`src/rtl/microwave_uart_pkg.sv`:
```
// Shared definitions for the microwave UART command path. The parser and the
// microwave control FSM both import this package for the command codes.
package microwave_uart_pkg;

  localparam logic [7:0] HEADER_DEFAULT = 8'hA5;

  localparam logic [7:0] CMD_START     = 8'h01;
  localparam logic [7:0] CMD_STOP      = 8'h02;
  localparam logic [7:0] CMD_SET_TIME  = 8'h03;
  localparam logic [7:0] CMD_SET_POWER = 8'h04;
  localparam logic [7:0] CMD_CLEAR     = 8'h05;

  localparam logic [1:0] ERR_OVERRUN  = 2'd0;
  localparam logic [1:0] ERR_CHECKSUM = 2'd1;
  localparam logic [1:0] ERR_UNKNOWN  = 2'd2;
  localparam logic [1:0] ERR_TIMEOUT  = 2'd3;

  typedef enum logic [2:0] {
    ST_IDLE    = 3'd0,
    ST_GET_CMD = 3'd1,
    ST_GET_DHI = 3'd2,
    ST_GET_DLO = 3'd3,
    ST_GET_CHK = 3'd4,
    ST_PENDING = 3'd5
  } state_t;

  function automatic logic is_known_cmd(input logic [7:0] code);
    return (code == CMD_START)    || (code == CMD_STOP)      ||
           (code == CMD_SET_TIME) || (code == CMD_SET_POWER) ||
           (code == CMD_CLEAR);
  endfunction

endpackage

```
`src/rtl/uart_cmd_parser_if.sv`:
```
// Byte stream in from the UART receiver, validated command and error strobe out.
// slave = the parser, master = whatever feeds bytes and consumes commands.
interface uart_cmd_parser_if;
  logic        i_RX_DV;
  logic [7:0]  i_RX_Byte;
  logic        o_Cmd_Valid;
  logic [7:0]  o_Cmd;
  logic [15:0] o_Cmd_Data;
  logic        i_Cmd_Ack;
  logic        o_Err;
  logic [1:0]  o_Err_Code;

  modport slave (
    input  i_RX_DV, i_RX_Byte, i_Cmd_Ack,
    output o_Cmd_Valid, o_Cmd, o_Cmd_Data, o_Err, o_Err_Code
  );

  modport master (
    output i_RX_DV, i_RX_Byte, i_Cmd_Ack,
    input  o_Cmd_Valid, o_Cmd, o_Cmd_Data, o_Err, o_Err_Code
  );
endinterface

```
`src/rtl/uart_byte_timeout.sv`:
```
// Inter-byte watchdog: counts idle clocks while enabled, clears on every byte,
// and saturates at the terminal count instead of wrapping.
module uart_byte_timeout #(
  parameter int unsigned TIMEOUT_CLKS = 1041700
) (
  input  logic i_Clock,
  input  logic i_Reset_n,
  input  logic clear,
  input  logic enable,
  output logic expired
);

  localparam int W = (TIMEOUT_CLKS > 1) ? $clog2(TIMEOUT_CLKS) : 1;
  localparam logic [W-1:0] LAST = W'(TIMEOUT_CLKS - 1);

  logic [W-1:0] count;

  // Idle-clock counter, held at LAST once reached.
  always_ff @(posedge i_Clock or negedge i_Reset_n) begin
    if (!i_Reset_n) begin
      count <= '0;
    end else if (clear) begin
      count <= '0;
    end else if (enable && (count != LAST)) begin
      count <= count + 1'b1;
    end
  end

  assign expired = enable && (count == LAST);

endmodule

```
`src/rtl/uart_cmd_parser.sv`:
```
// Frames the UART RX byte stream into checked microwave commands.
//
// state      | meaning
// IDLE       | hunting for the header byte, other bytes dropped silently
// GET_CMD    | expecting the command code
// GET_DHI    | expecting payload high byte
// GET_DLO    | expecting payload low byte
// GET_CHK    | expecting XOR checksum of cmd/payload
// PENDING    | command presented, waiting for ack; bytes here are overruns
module uart_cmd_parser
  import microwave_uart_pkg::*;
#(
  parameter int unsigned TIMEOUT_CLKS = 1041700,
  parameter logic [7:0]  HEADER       = HEADER_DEFAULT
) (
  input logic            i_Clock,
  input logic            i_Reset_n,
  uart_cmd_parser_if.slave bus
);

  state_t      state, state_nxt;
  logic [7:0]  cmd_r, dhi_r, dlo_r;
  logic [7:0]  cmd_out;
  logic [15:0] data_out;
  logic        err_r;
  logic [1:0]  err_code_r;
  logic        in_frame;
  logic        tmo_expired;
  logic        chk_ok;
  logic        err_set;
  logic [1:0]  err_code_nxt;
  logic        load_cmd;
  logic        cmd_valid;

  assign in_frame = (state == ST_GET_CMD) || (state == ST_GET_DHI) ||
                    (state == ST_GET_DLO) || (state == ST_GET_CHK);
  assign chk_ok   = (bus.i_RX_Byte == (cmd_r ^ dhi_r ^ dlo_r));

  uart_byte_timeout #(
    .TIMEOUT_CLKS (TIMEOUT_CLKS)
  ) u_timeout (
    .i_Clock   (i_Clock),
    .i_Reset_n (i_Reset_n),
    .clear     (bus.i_RX_DV),
    .enable    (in_frame),
    .expired   (tmo_expired)
  );

  // State register.
  always_ff @(posedge i_Clock or negedge i_Reset_n) begin
    if (!i_Reset_n) state <= ST_IDLE;
    else            state <= state_nxt;
  end

  // Next state; a byte in the expiry cycle takes priority over the timeout.
  always_comb begin
    state_nxt = state;
    case (state)
      ST_IDLE:
        if (bus.i_RX_DV && (bus.i_RX_Byte == HEADER)) state_nxt = ST_GET_CMD;
      ST_GET_CMD:
        if (bus.i_RX_DV)
          state_nxt = is_known_cmd(bus.i_RX_Byte) ? ST_GET_DHI : ST_IDLE;
        else if (tmo_expired) state_nxt = ST_IDLE;
      ST_GET_DHI:
        if (bus.i_RX_DV)      state_nxt = ST_GET_DLO;
        else if (tmo_expired) state_nxt = ST_IDLE;
      ST_GET_DLO:
        if (bus.i_RX_DV)      state_nxt = ST_GET_CHK;
        else if (tmo_expired) state_nxt = ST_IDLE;
      ST_GET_CHK:
        if (bus.i_RX_DV)      state_nxt = chk_ok ? ST_PENDING : ST_IDLE;
        else if (tmo_expired) state_nxt = ST_IDLE;
      ST_PENDING:
        if (bus.i_Cmd_Ack)    state_nxt = ST_IDLE;
      default:
        state_nxt = ST_IDLE;
    endcase
  end

  // Output decode: error requests, command load and the valid flag.
  always_comb begin
    err_set      = 1'b0;
    err_code_nxt = ERR_OVERRUN;
    load_cmd     = 1'b0;
    cmd_valid    = (state == ST_PENDING);
    if (in_frame && !bus.i_RX_DV && tmo_expired) begin
      err_set      = 1'b1;
      err_code_nxt = ERR_TIMEOUT;
    end
    if (bus.i_RX_DV) begin
      case (state)
        ST_GET_CMD:
          if (!is_known_cmd(bus.i_RX_Byte)) begin
            err_set      = 1'b1;
            err_code_nxt = ERR_UNKNOWN;
          end
        ST_GET_CHK:
          if (chk_ok) begin
            load_cmd = 1'b1;
          end else begin
            err_set      = 1'b1;
            err_code_nxt = ERR_CHECKSUM;
          end
        ST_PENDING: begin
          err_set      = 1'b1;
          err_code_nxt = ERR_OVERRUN;
        end
        default: ;
      endcase
    end
  end

  // Frame capture, presented command, and the registered error strobe/code.
  always_ff @(posedge i_Clock or negedge i_Reset_n) begin
    if (!i_Reset_n) begin
      cmd_r      <= '0;
      dhi_r      <= '0;
      dlo_r      <= '0;
      cmd_out    <= '0;
      data_out   <= '0;
      err_r      <= 1'b0;
      err_code_r <= ERR_OVERRUN;
    end else begin
      if (bus.i_RX_DV) begin
        case (state)
          ST_GET_CMD: cmd_r <= bus.i_RX_Byte;
          ST_GET_DHI: dhi_r <= bus.i_RX_Byte;
          ST_GET_DLO: dlo_r <= bus.i_RX_Byte;
          default: ;
        endcase
      end
      if (load_cmd) begin
        cmd_out  <= cmd_r;
        data_out <= {dhi_r, dlo_r};
      end
      err_r <= err_set;
      if (err_set) err_code_r <= err_code_nxt;
    end
  end

  assign bus.o_Cmd_Valid = cmd_valid;
  assign bus.o_Cmd       = cmd_out;
  assign bus.o_Cmd_Data  = data_out;
  assign bus.o_Err       = err_r;
  assign bus.o_Err_Code  = err_code_r;

endmodule

```
`src/flat_wrapper.sv`:
```
// flat-port wrapper written by rule: the top's interface ports become plain ports
module uart_cmd_parser_flat import microwave_uart_pkg::*;
#(
  parameter int unsigned TIMEOUT_CLKS = 1041700,
  parameter logic [7:0]  HEADER       = HEADER_DEFAULT
)
  (i_Clock, i_Reset_n, bus_i_RX_DV, bus_i_RX_Byte, bus_i_Cmd_Ack, bus_o_Cmd_Valid, bus_o_Cmd, bus_o_Cmd_Data, bus_o_Err, bus_o_Err_Code);
  uart_cmd_parser_if bus_i ();
  input logic i_Clock;
  input logic i_Reset_n;
  input wire logic [$bits(bus_i.i_RX_DV)-1:0] bus_i_RX_DV;
  input wire logic [$bits(bus_i.i_RX_Byte)-1:0] bus_i_RX_Byte;
  input wire logic [$bits(bus_i.i_Cmd_Ack)-1:0] bus_i_Cmd_Ack;
  output wire logic [$bits(bus_i.o_Cmd_Valid)-1:0] bus_o_Cmd_Valid;
  output wire logic [$bits(bus_i.o_Cmd)-1:0] bus_o_Cmd;
  output wire logic [$bits(bus_i.o_Cmd_Data)-1:0] bus_o_Cmd_Data;
  output wire logic [$bits(bus_i.o_Err)-1:0] bus_o_Err;
  output wire logic [$bits(bus_i.o_Err_Code)-1:0] bus_o_Err_Code;
  assign bus_i.i_RX_DV = bus_i_RX_DV;
  assign bus_i.i_RX_Byte = bus_i_RX_Byte;
  assign bus_i.i_Cmd_Ack = bus_i_Cmd_Ack;
  assign bus_o_Cmd_Valid = bus_i.o_Cmd_Valid;
  assign bus_o_Cmd = bus_i.o_Cmd;
  assign bus_o_Cmd_Data = bus_i.o_Cmd_Data;
  assign bus_o_Err = bus_i.o_Err;
  assign bus_o_Err_Code = bus_i.o_Err_Code;
  uart_cmd_parser #(.TIMEOUT_CLKS(TIMEOUT_CLKS), .HEADER(HEADER)) u_core (.i_Clock(i_Clock), .i_Reset_n(i_Reset_n), .bus(bus_i));
endmodule
```
`config.mk`:
```
export PLATFORM = sky130hd
export DESIGN_NAME = uart_cmd_parser_flat
export DESIGN_NICKNAME = d
export VERILOG_FILES = /design/src/rtl/microwave_uart_pkg.sv /design/src/rtl/uart_cmd_parser_if.sv /design/src/rtl/uart_byte_timeout.sv /design/src/rtl/uart_cmd_parser.sv /design/src/flat_wrapper.sv
export SDC_FILE = /design/constraint.sdc
export NUM_CORES = 1
export LEC_CHECK = 0
export BUFFER_PORTS_ARGS = -buffer_cell sky130_fd_sc_hd__buf_2
export CAP_MARGIN = 20
export CELL_PAD_IN_SITES_DETAIL_PLACEMENT = 1
export CELL_PAD_IN_SITES_GLOBAL_PLACEMENT = 1
export CORE_UTILIZATION = 30
export DETAILED_ROUTE_END_ITERATION = 7
export HOLD_SLACK_MARGIN = 0.06
export PLACE_DENSITY = 0.56
export SETUP_SLACK_MARGIN = 0.15
export SLEW_MARGIN = 20
export SYNTH_ARGS = -nofsm -noshare
export SYNTH_HDL_FRONTEND = slang
export SYNTH_SLANG_ARGS = --single-unit
```
`constraint.sdc`:
```
create_clock -name i_Clock -period 2.2 [get_ports i_Clock]
set_input_delay 0.44 -clock i_Clock [delete_from_list [all_inputs] [get_ports i_Clock]]
set_output_delay 0.44 -clock i_Clock [all_outputs]
set_load 0.02 [all_outputs]
```
Word-level counts from Yosys, hierarchy flattened:

Index checks and enable logic that the tools add are counted.

* flip-flop bits (word level): 74
* output and inout bits: 28
* bits of input ports: 12
* word-level logic and storage cells: 72

* reductions and logical operators: 19
* mux-type cells: 25
* bitwise gates (word level): 2
* eq/ne operators: 16
* add/subtract/negate cells: 1

Operator list (count)
* 20-bit 2-to-1 mux: 2
* 3-bit 2-to-1 mux: 8
* 20-bit by 1-bit adder with 20-bit output, second input constant: 1
* 20-bit equality test, second input constant: 1
* 20-bit != test, second input constant: 1
* 3-bit case mux with 6 select lines: 1
* 8-bit by 2-bit equality test with 1-bit output, second input constant: 2
* 8-bit by 3-bit equality test with 1-bit output, second input constant: 2
* 8-bit XOR: 2
* 2-bit 2-to-1 mux: 5
* 8-bit by 1-bit equality test with 1-bit output, second input constant: 1
* 8-bit equality test: 1
* 8-bit equality test, second input constant: 1
* 2-bit AND reduction: 4
* 1-bit logical OR: 7
* 1-bit 2-to-1 mux: 7
* 3-bit by 2-bit equality test with 1-bit output, second input constant: 2
* 3-bit equality test, second input constant: 2
* 2-bit case mux with 3 select lines: 1
* 1-bit logical AND: 5
* 3-bit by 1-bit equality test with 1-bit output, second input constant: 1
* 3-bit logical NOT: 1
* 1-bit case mux with 3 select lines: 1
* 2-bit by 1-bit != test with 1-bit output, second input constant: 1
* 3 further kinds: 3

Depth between registers and ports, before layout:

* depth in word-level cells: 10
* gate-level depth with buffers: 7
* mapped depth without buffers: 6

Cells and area by module:

Synthesis repeated with hierarchy kept, for this count alone.

* cells, all modules: 291
* area, all modules: 3595.9 um^2

Modules (own cells, without submodules)
* uart_cmd_parser: instances 1, seq. area each 1351.3 um^2, area each 2501.1 um^2, cells each 176
* uart_byte_timeout: instances 1, seq. area each 500.5 um^2, area each 1094.8 um^2, cells each 115

Worst setup path before layout:

No wires, ideal clock.

* path type: reg2reg
* start point: reg u_core.state[2]
* end point: reg u_core.cmd_out[2], in the netlist u_core.bus.o_Cmd[2]
* stages on the path, launching flop included: 8
* setup slack: -0.003 ns
* clock period less this slack: 2.203 ns
* arrival time: 2.078 ns
* required time: 2.075 ns
* setup time: 0.125 ns
* buffers on the path: 2
* path through: dfrtp_1 > buf_2 > clkinv_1 > nor3_1 > nor2_1 > nand3_4 > buf_6 > mux2_4

* word-level cells in the longest chain between the ends: 3

Ends and longest elaborated chain
* start: declaration: line uart_cmd_parser.sv:21 `state_t state, state_nxt;`
* start signal: assignment: line uart_cmd_parser.sv:52 `else state <= state_nxt;`
* 3-bit equality test: line uart_cmd_parser.sv:92 `case (state)`
* 1-bit 2-to-1 mux: line uart_cmd_parser.sv:92
* 1-bit 2-to-1 mux: line uart_cmd_parser.sv:91 `if (bus.i_RX_DV) begin`
* end signal: assignment: line uart_cmd_parser.sv:134 `cmd_out <= cmd_r;`
* end: declaration: line uart_cmd_parser.sv:23 `logic [7:0] cmd_out;`

Every way passes these cells.
A chain may end at the register's enable or synchronous reset.

Final worst setup path:

* start point: reg u_core.state[2]
* end point: out bus_o_Cmd_Valid

* word-level cells in the longest chain between the ends: 1

Ends and longest elaborated chain
* 3-bit equality test: line uart_cmd_parser.sv:86 `cmd_valid = (state == ST_PENDING);`
* end: declaration: line flat_wrapper.sv:14 `output wire logic [$bits(bus_i.o_Cmd_Valid)-1:0] bus_o_Cmd_Valid;`

Every way passes these cells.

==> impl_metrics.csv <==
group,metric,value,unit
detailed_routing,first_iter_violations,96,
clocking,cts_sinks,74,
cells_and_area,fin_nets,382,
detailed_routing,drtPass1Iterations,4,
clocking,cts_htree_levels,3,
critical_path,cp_cell_sequence,"clkinv_1 > nor3_2 > buf_2",
sta,hold_viol_final,0,
floorplan,fp.coreArea,11700,µm²
cells_and_area,multi_input_comb_area,1750,µm²
critical_path,worst_ep_arrival_time,1.52,ns
run,cap_violations,0,
detailed_routing,wirelength,8680,µm
sta,fmax,511,MHz
floorplan,initial_core_util,0.314,
placement,place_congestion,0.743,
synthesis,synth_area,3660,µm²
detailed_routing,wl_per_cell,16.8,µm
placement,portBuffers,39,
critical_path,slowest_delay,0.55,ns
synthesis,avgSynthCellArea,12.1,µm²
cells_and_area,diodes,0,
pwr,p_leak,2.13,nW
clocking,path_clk_slew,0.06,ns
critical_path,cp-start-kind,"register",
floorplan,die_w,112,µm
sta,setup_violations,0,
global_routing,grt_pass1_vias,2833,
placement,placed_area,4170,µm²
floorplan,rows,39,
critical_path,required,1.76,ns
critical_path,cpMaxStageDelayCell,"dfrtp_1",
global_routing,grt-ovfl-total,0,
pwr,ir_drop,0.352,mV
sta,fin_crit_sh,0.889,
pwr,power,0.00347,W
synthesis,synth_seq_area_share,0.506,
critical_path,criticalPathCategory,"register to primary output",
clocking,clk_path_buf_depth,2,
detailed_routing,vias,2596,
synthesis,synthDistinctLibCells,44,
global_routing,grt_pass1_wl,15000,µm
sta,drv_slew,0,
status,status,"completed",
cells_and_area,fillers,1240,
cells_and_area,seq_area,1850,µm²
pwr,power_density,759,nW/µm²
sta,rsz0062_at_grt,"no",
clocking,cts_root_buf,"clkbuf_16",
detailed_routing,drc,0,
clocking,cts_buffers,9,
critical_path,end_kind,"primary output",
critical_path,cp_max_fo,9,
synthesis,async_flop_share,1.00,
clocking,cts_tree,"done",
sta,slew_headroom,0.717,
global_routing,grt_usage,0.157,
detailed_routing,postRouteAntennaNets,0,
synthesis,yosysWarnings,0,
floorplan,die_area,12700,µm²
cells_and_area,drive_above_1_share,0.374,
sta,finalClockSkew,0.0110,ns
synthesis,synth.ff_latch_count,74,
sta,tightestPinTransition,0.424,ns
sta,tns,0,ns
placement,dp_hpwl,6120,µm
synthesis,synth_edf_count,0,
sta,hold_ws,0.413,ns
cells_and_area,stdcell_area,4580,µm²
synthesis,synth_ff_type,"dfrtp_1",
cells_and_area,syn2layout_area_growth,24.9,%
floorplan,ios,40,
clocking,clk_latency,0.35,ns
synthesis,synth_cells,303,
worst_hold_path,hold_path_class,"input pin to register",
global_routing,grt_antenna_before_repair,0,
sta,period_minus_slack,1.96,ns
synthesis,synth_nets,316,
global_routing,grt_max_degree,31,
floorplan,die_y,112,µm
detailed_routing,viasPerCell,5.02,
cell usage in the layout (no fill, tap or decap), types with 8 or more instances in the layout:
cell type,netlist,final
mux2_2,29,29
or3_1,12,12
dfrtp_1,74,73
nor2_1,12,12
inv_1,8,8
nand2_1,11,11
clkbuf_16,0,9
nand3_1,9,9
buf_2,3,38
mux2_4,20,20
xor2_1,10,10
o21ai_0,11,10
nor3_1,9,8
buf_4,0,23
xnor2_1,21,21
a21oi_1,13,12
metrics by stage:
stage | utilization | std cells | worst slack (ns)
3_5_place_dp | 0.358 | 497 | 0.163
4_1_cts | 0.388 | 514 | 0.185
3_3_place_gp | 0.358 | 497 | 0.204
2_1_floorplan | - | 303 | 0.263
6_report | 0.392 | 517 | 0.244
5_1_grt | 0.392 | 517 | 0.150
power breakdown:
part           switching, W  internal [W]
clock network      0.000561       0.00114
logic              0.000170      0.000141
registers         0.0000482       0.00141
total              0.000779       0.00269
critical path: cells and delay by family, from the launching register on:
kind / cells / cell delay, ns
flops: 1 / 0.55
buf+inv: 2 / 0.39
simple gates: 1 / 0.24
cell usage after synthesis, types with 2 or more instances:
cell | n | area [µm²]
and4_1 | 2 | 17.5
inv_1 | 8 | 30.0
xnor2_1 | 21 | 184
clkinv_1 | 2 | 7.51
dfrtp_1 | 74 | 1850
clkbuf_1 | 3 | 11.3
and2_1 | 2 | 12.5
mux2_2 | 29 | 327
buf_6 | 2 | 22.5
buf_2 | 3 | 15.0
or3_1 | 12 | 75.1
nor4_4 | 2 | 42.5
nor4bb_1 | 2 | 20.0
nor4_2 | 2 | 25.0
o211ai_1 | 2 | 15.0
nand3_1 | 9 | 45.0
a21oi_1 | 13 | 65.1
nor2b_1 | 3 | 18.8
o21ai_0 | 11 | 55.1
a31oi_1 | 3 | 18.8
mux2i_1 | 2 | 20.0
nor4_1 | 5 | 31.3
nor3_1 | 9 | 45.0
mux2_4 | 20 | 300
nor2_1 | 12 | 45.0
nand4_1 | 6 | 37.5
xor2_1 | 10 | 87.6
o31ai_1 | 4 | 30.0
nand2_1 | 11 | 41.3
or4_1 | 4 | 30.0
a211oi_1 | 2 | 15.0
registers in the layout, summed over array words and instances (netlist names):
register,cells
u_core.bus.o_Cmd,8
u_core.bus.o_Cmd_Data,16
u_core.bus.o_Err,1
u_core.bus.o_Err_Code,2
u_core.cmd_r,8
u_core.dhi_r,8
u_core.dlo_r,8
u_core.state,3
u_core.u_timeout.count,20
per-layer routing:
| metal | up-vias | track usage | share of wire |
|---|---|---|---|
| met1 | 1322 | 0.204 | 0.48 |
| li1 | 1235 | - | - |
| met5 | - | 0 | 0 |
| met3 | 9 | 0.0464 | 0.028 |
| met4 | 0 | 0.0613 | 0.017 |
| met2 | 30 | 0.244 | 0.48 |
final cells by class:
type | count | area share
sequential | 74 | 0.405
multi-input combinational | 210 | 0.382
tap | 143 | 0.0391
clock buffer | 12 | 0.0539
clock inverter | 4 | 0.0216
inverter | 10 | 0.00820
timing repair buffer | 64 | 0.0902
repair_timing:
| action | CTS | global route |
|---|---|---|
| buffers inserted | 0 | 3 |
| setup endpoints to repair | 0 | 16 |
| gates resized for setup | 0 | 7 |
| hold buffers | 1 | 0 |
| hold endpoints to repair | 24 | 0 |
cell families (layout without fill, tap and decap cells):
family | Yosys count | after routing | synth area share
buf+inv | 19 | 90 | 0.0246
compound gates | 41 | 41 | 0.0687
xor+xnor | 31 | 31 | 0.0741
simple gates | 86 | 86 | 0.147
mux | 51 | 51 | 0.177
fa+ha+maj | 1 | 1 | 0.00342
flops | 74 | 74 | 0.506
worst paths after layout:
| path | start | end | slack, ns | depth (start not counted) |
|---|---|---|---|---|
| worst max-delay path | u_core.state[2]$_DFFE_PN0P_ | bus_o_Cmd_Valid | 0.24 | 3 |
| worst min-delay path | bus_i_RX_Byte[6] | u_core.dlo_r[6]$_DFFE_PN0P_ | 0.41 | 2 |
| worst max register to register | u_core.state[2]$_DFFE_PN0P_ | u_core.bus.o_Cmd_Data[15]$_DFFE_PN0P_ | 0.27 | 6 |
| max in group asynchronous | i_Reset_n | u_core.bus.o_Cmd[0]$_DFFE_PN0P_ | 1.03 | 3 |
| worst min register to register | u_core.bus.o_Cmd[7]$_DFFE_PN0P_ | u_core.bus.o_Cmd[7]$_DFFE_PN0P_ | 0.50 | 1 |
| min in group asynchronous | i_Reset_n | u_core.bus.o_Cmd_Data[6]$_DFFE_PN0P_ | 0.57 | 2 |
No activity file was read; power rests on OpenSTA's default activity.
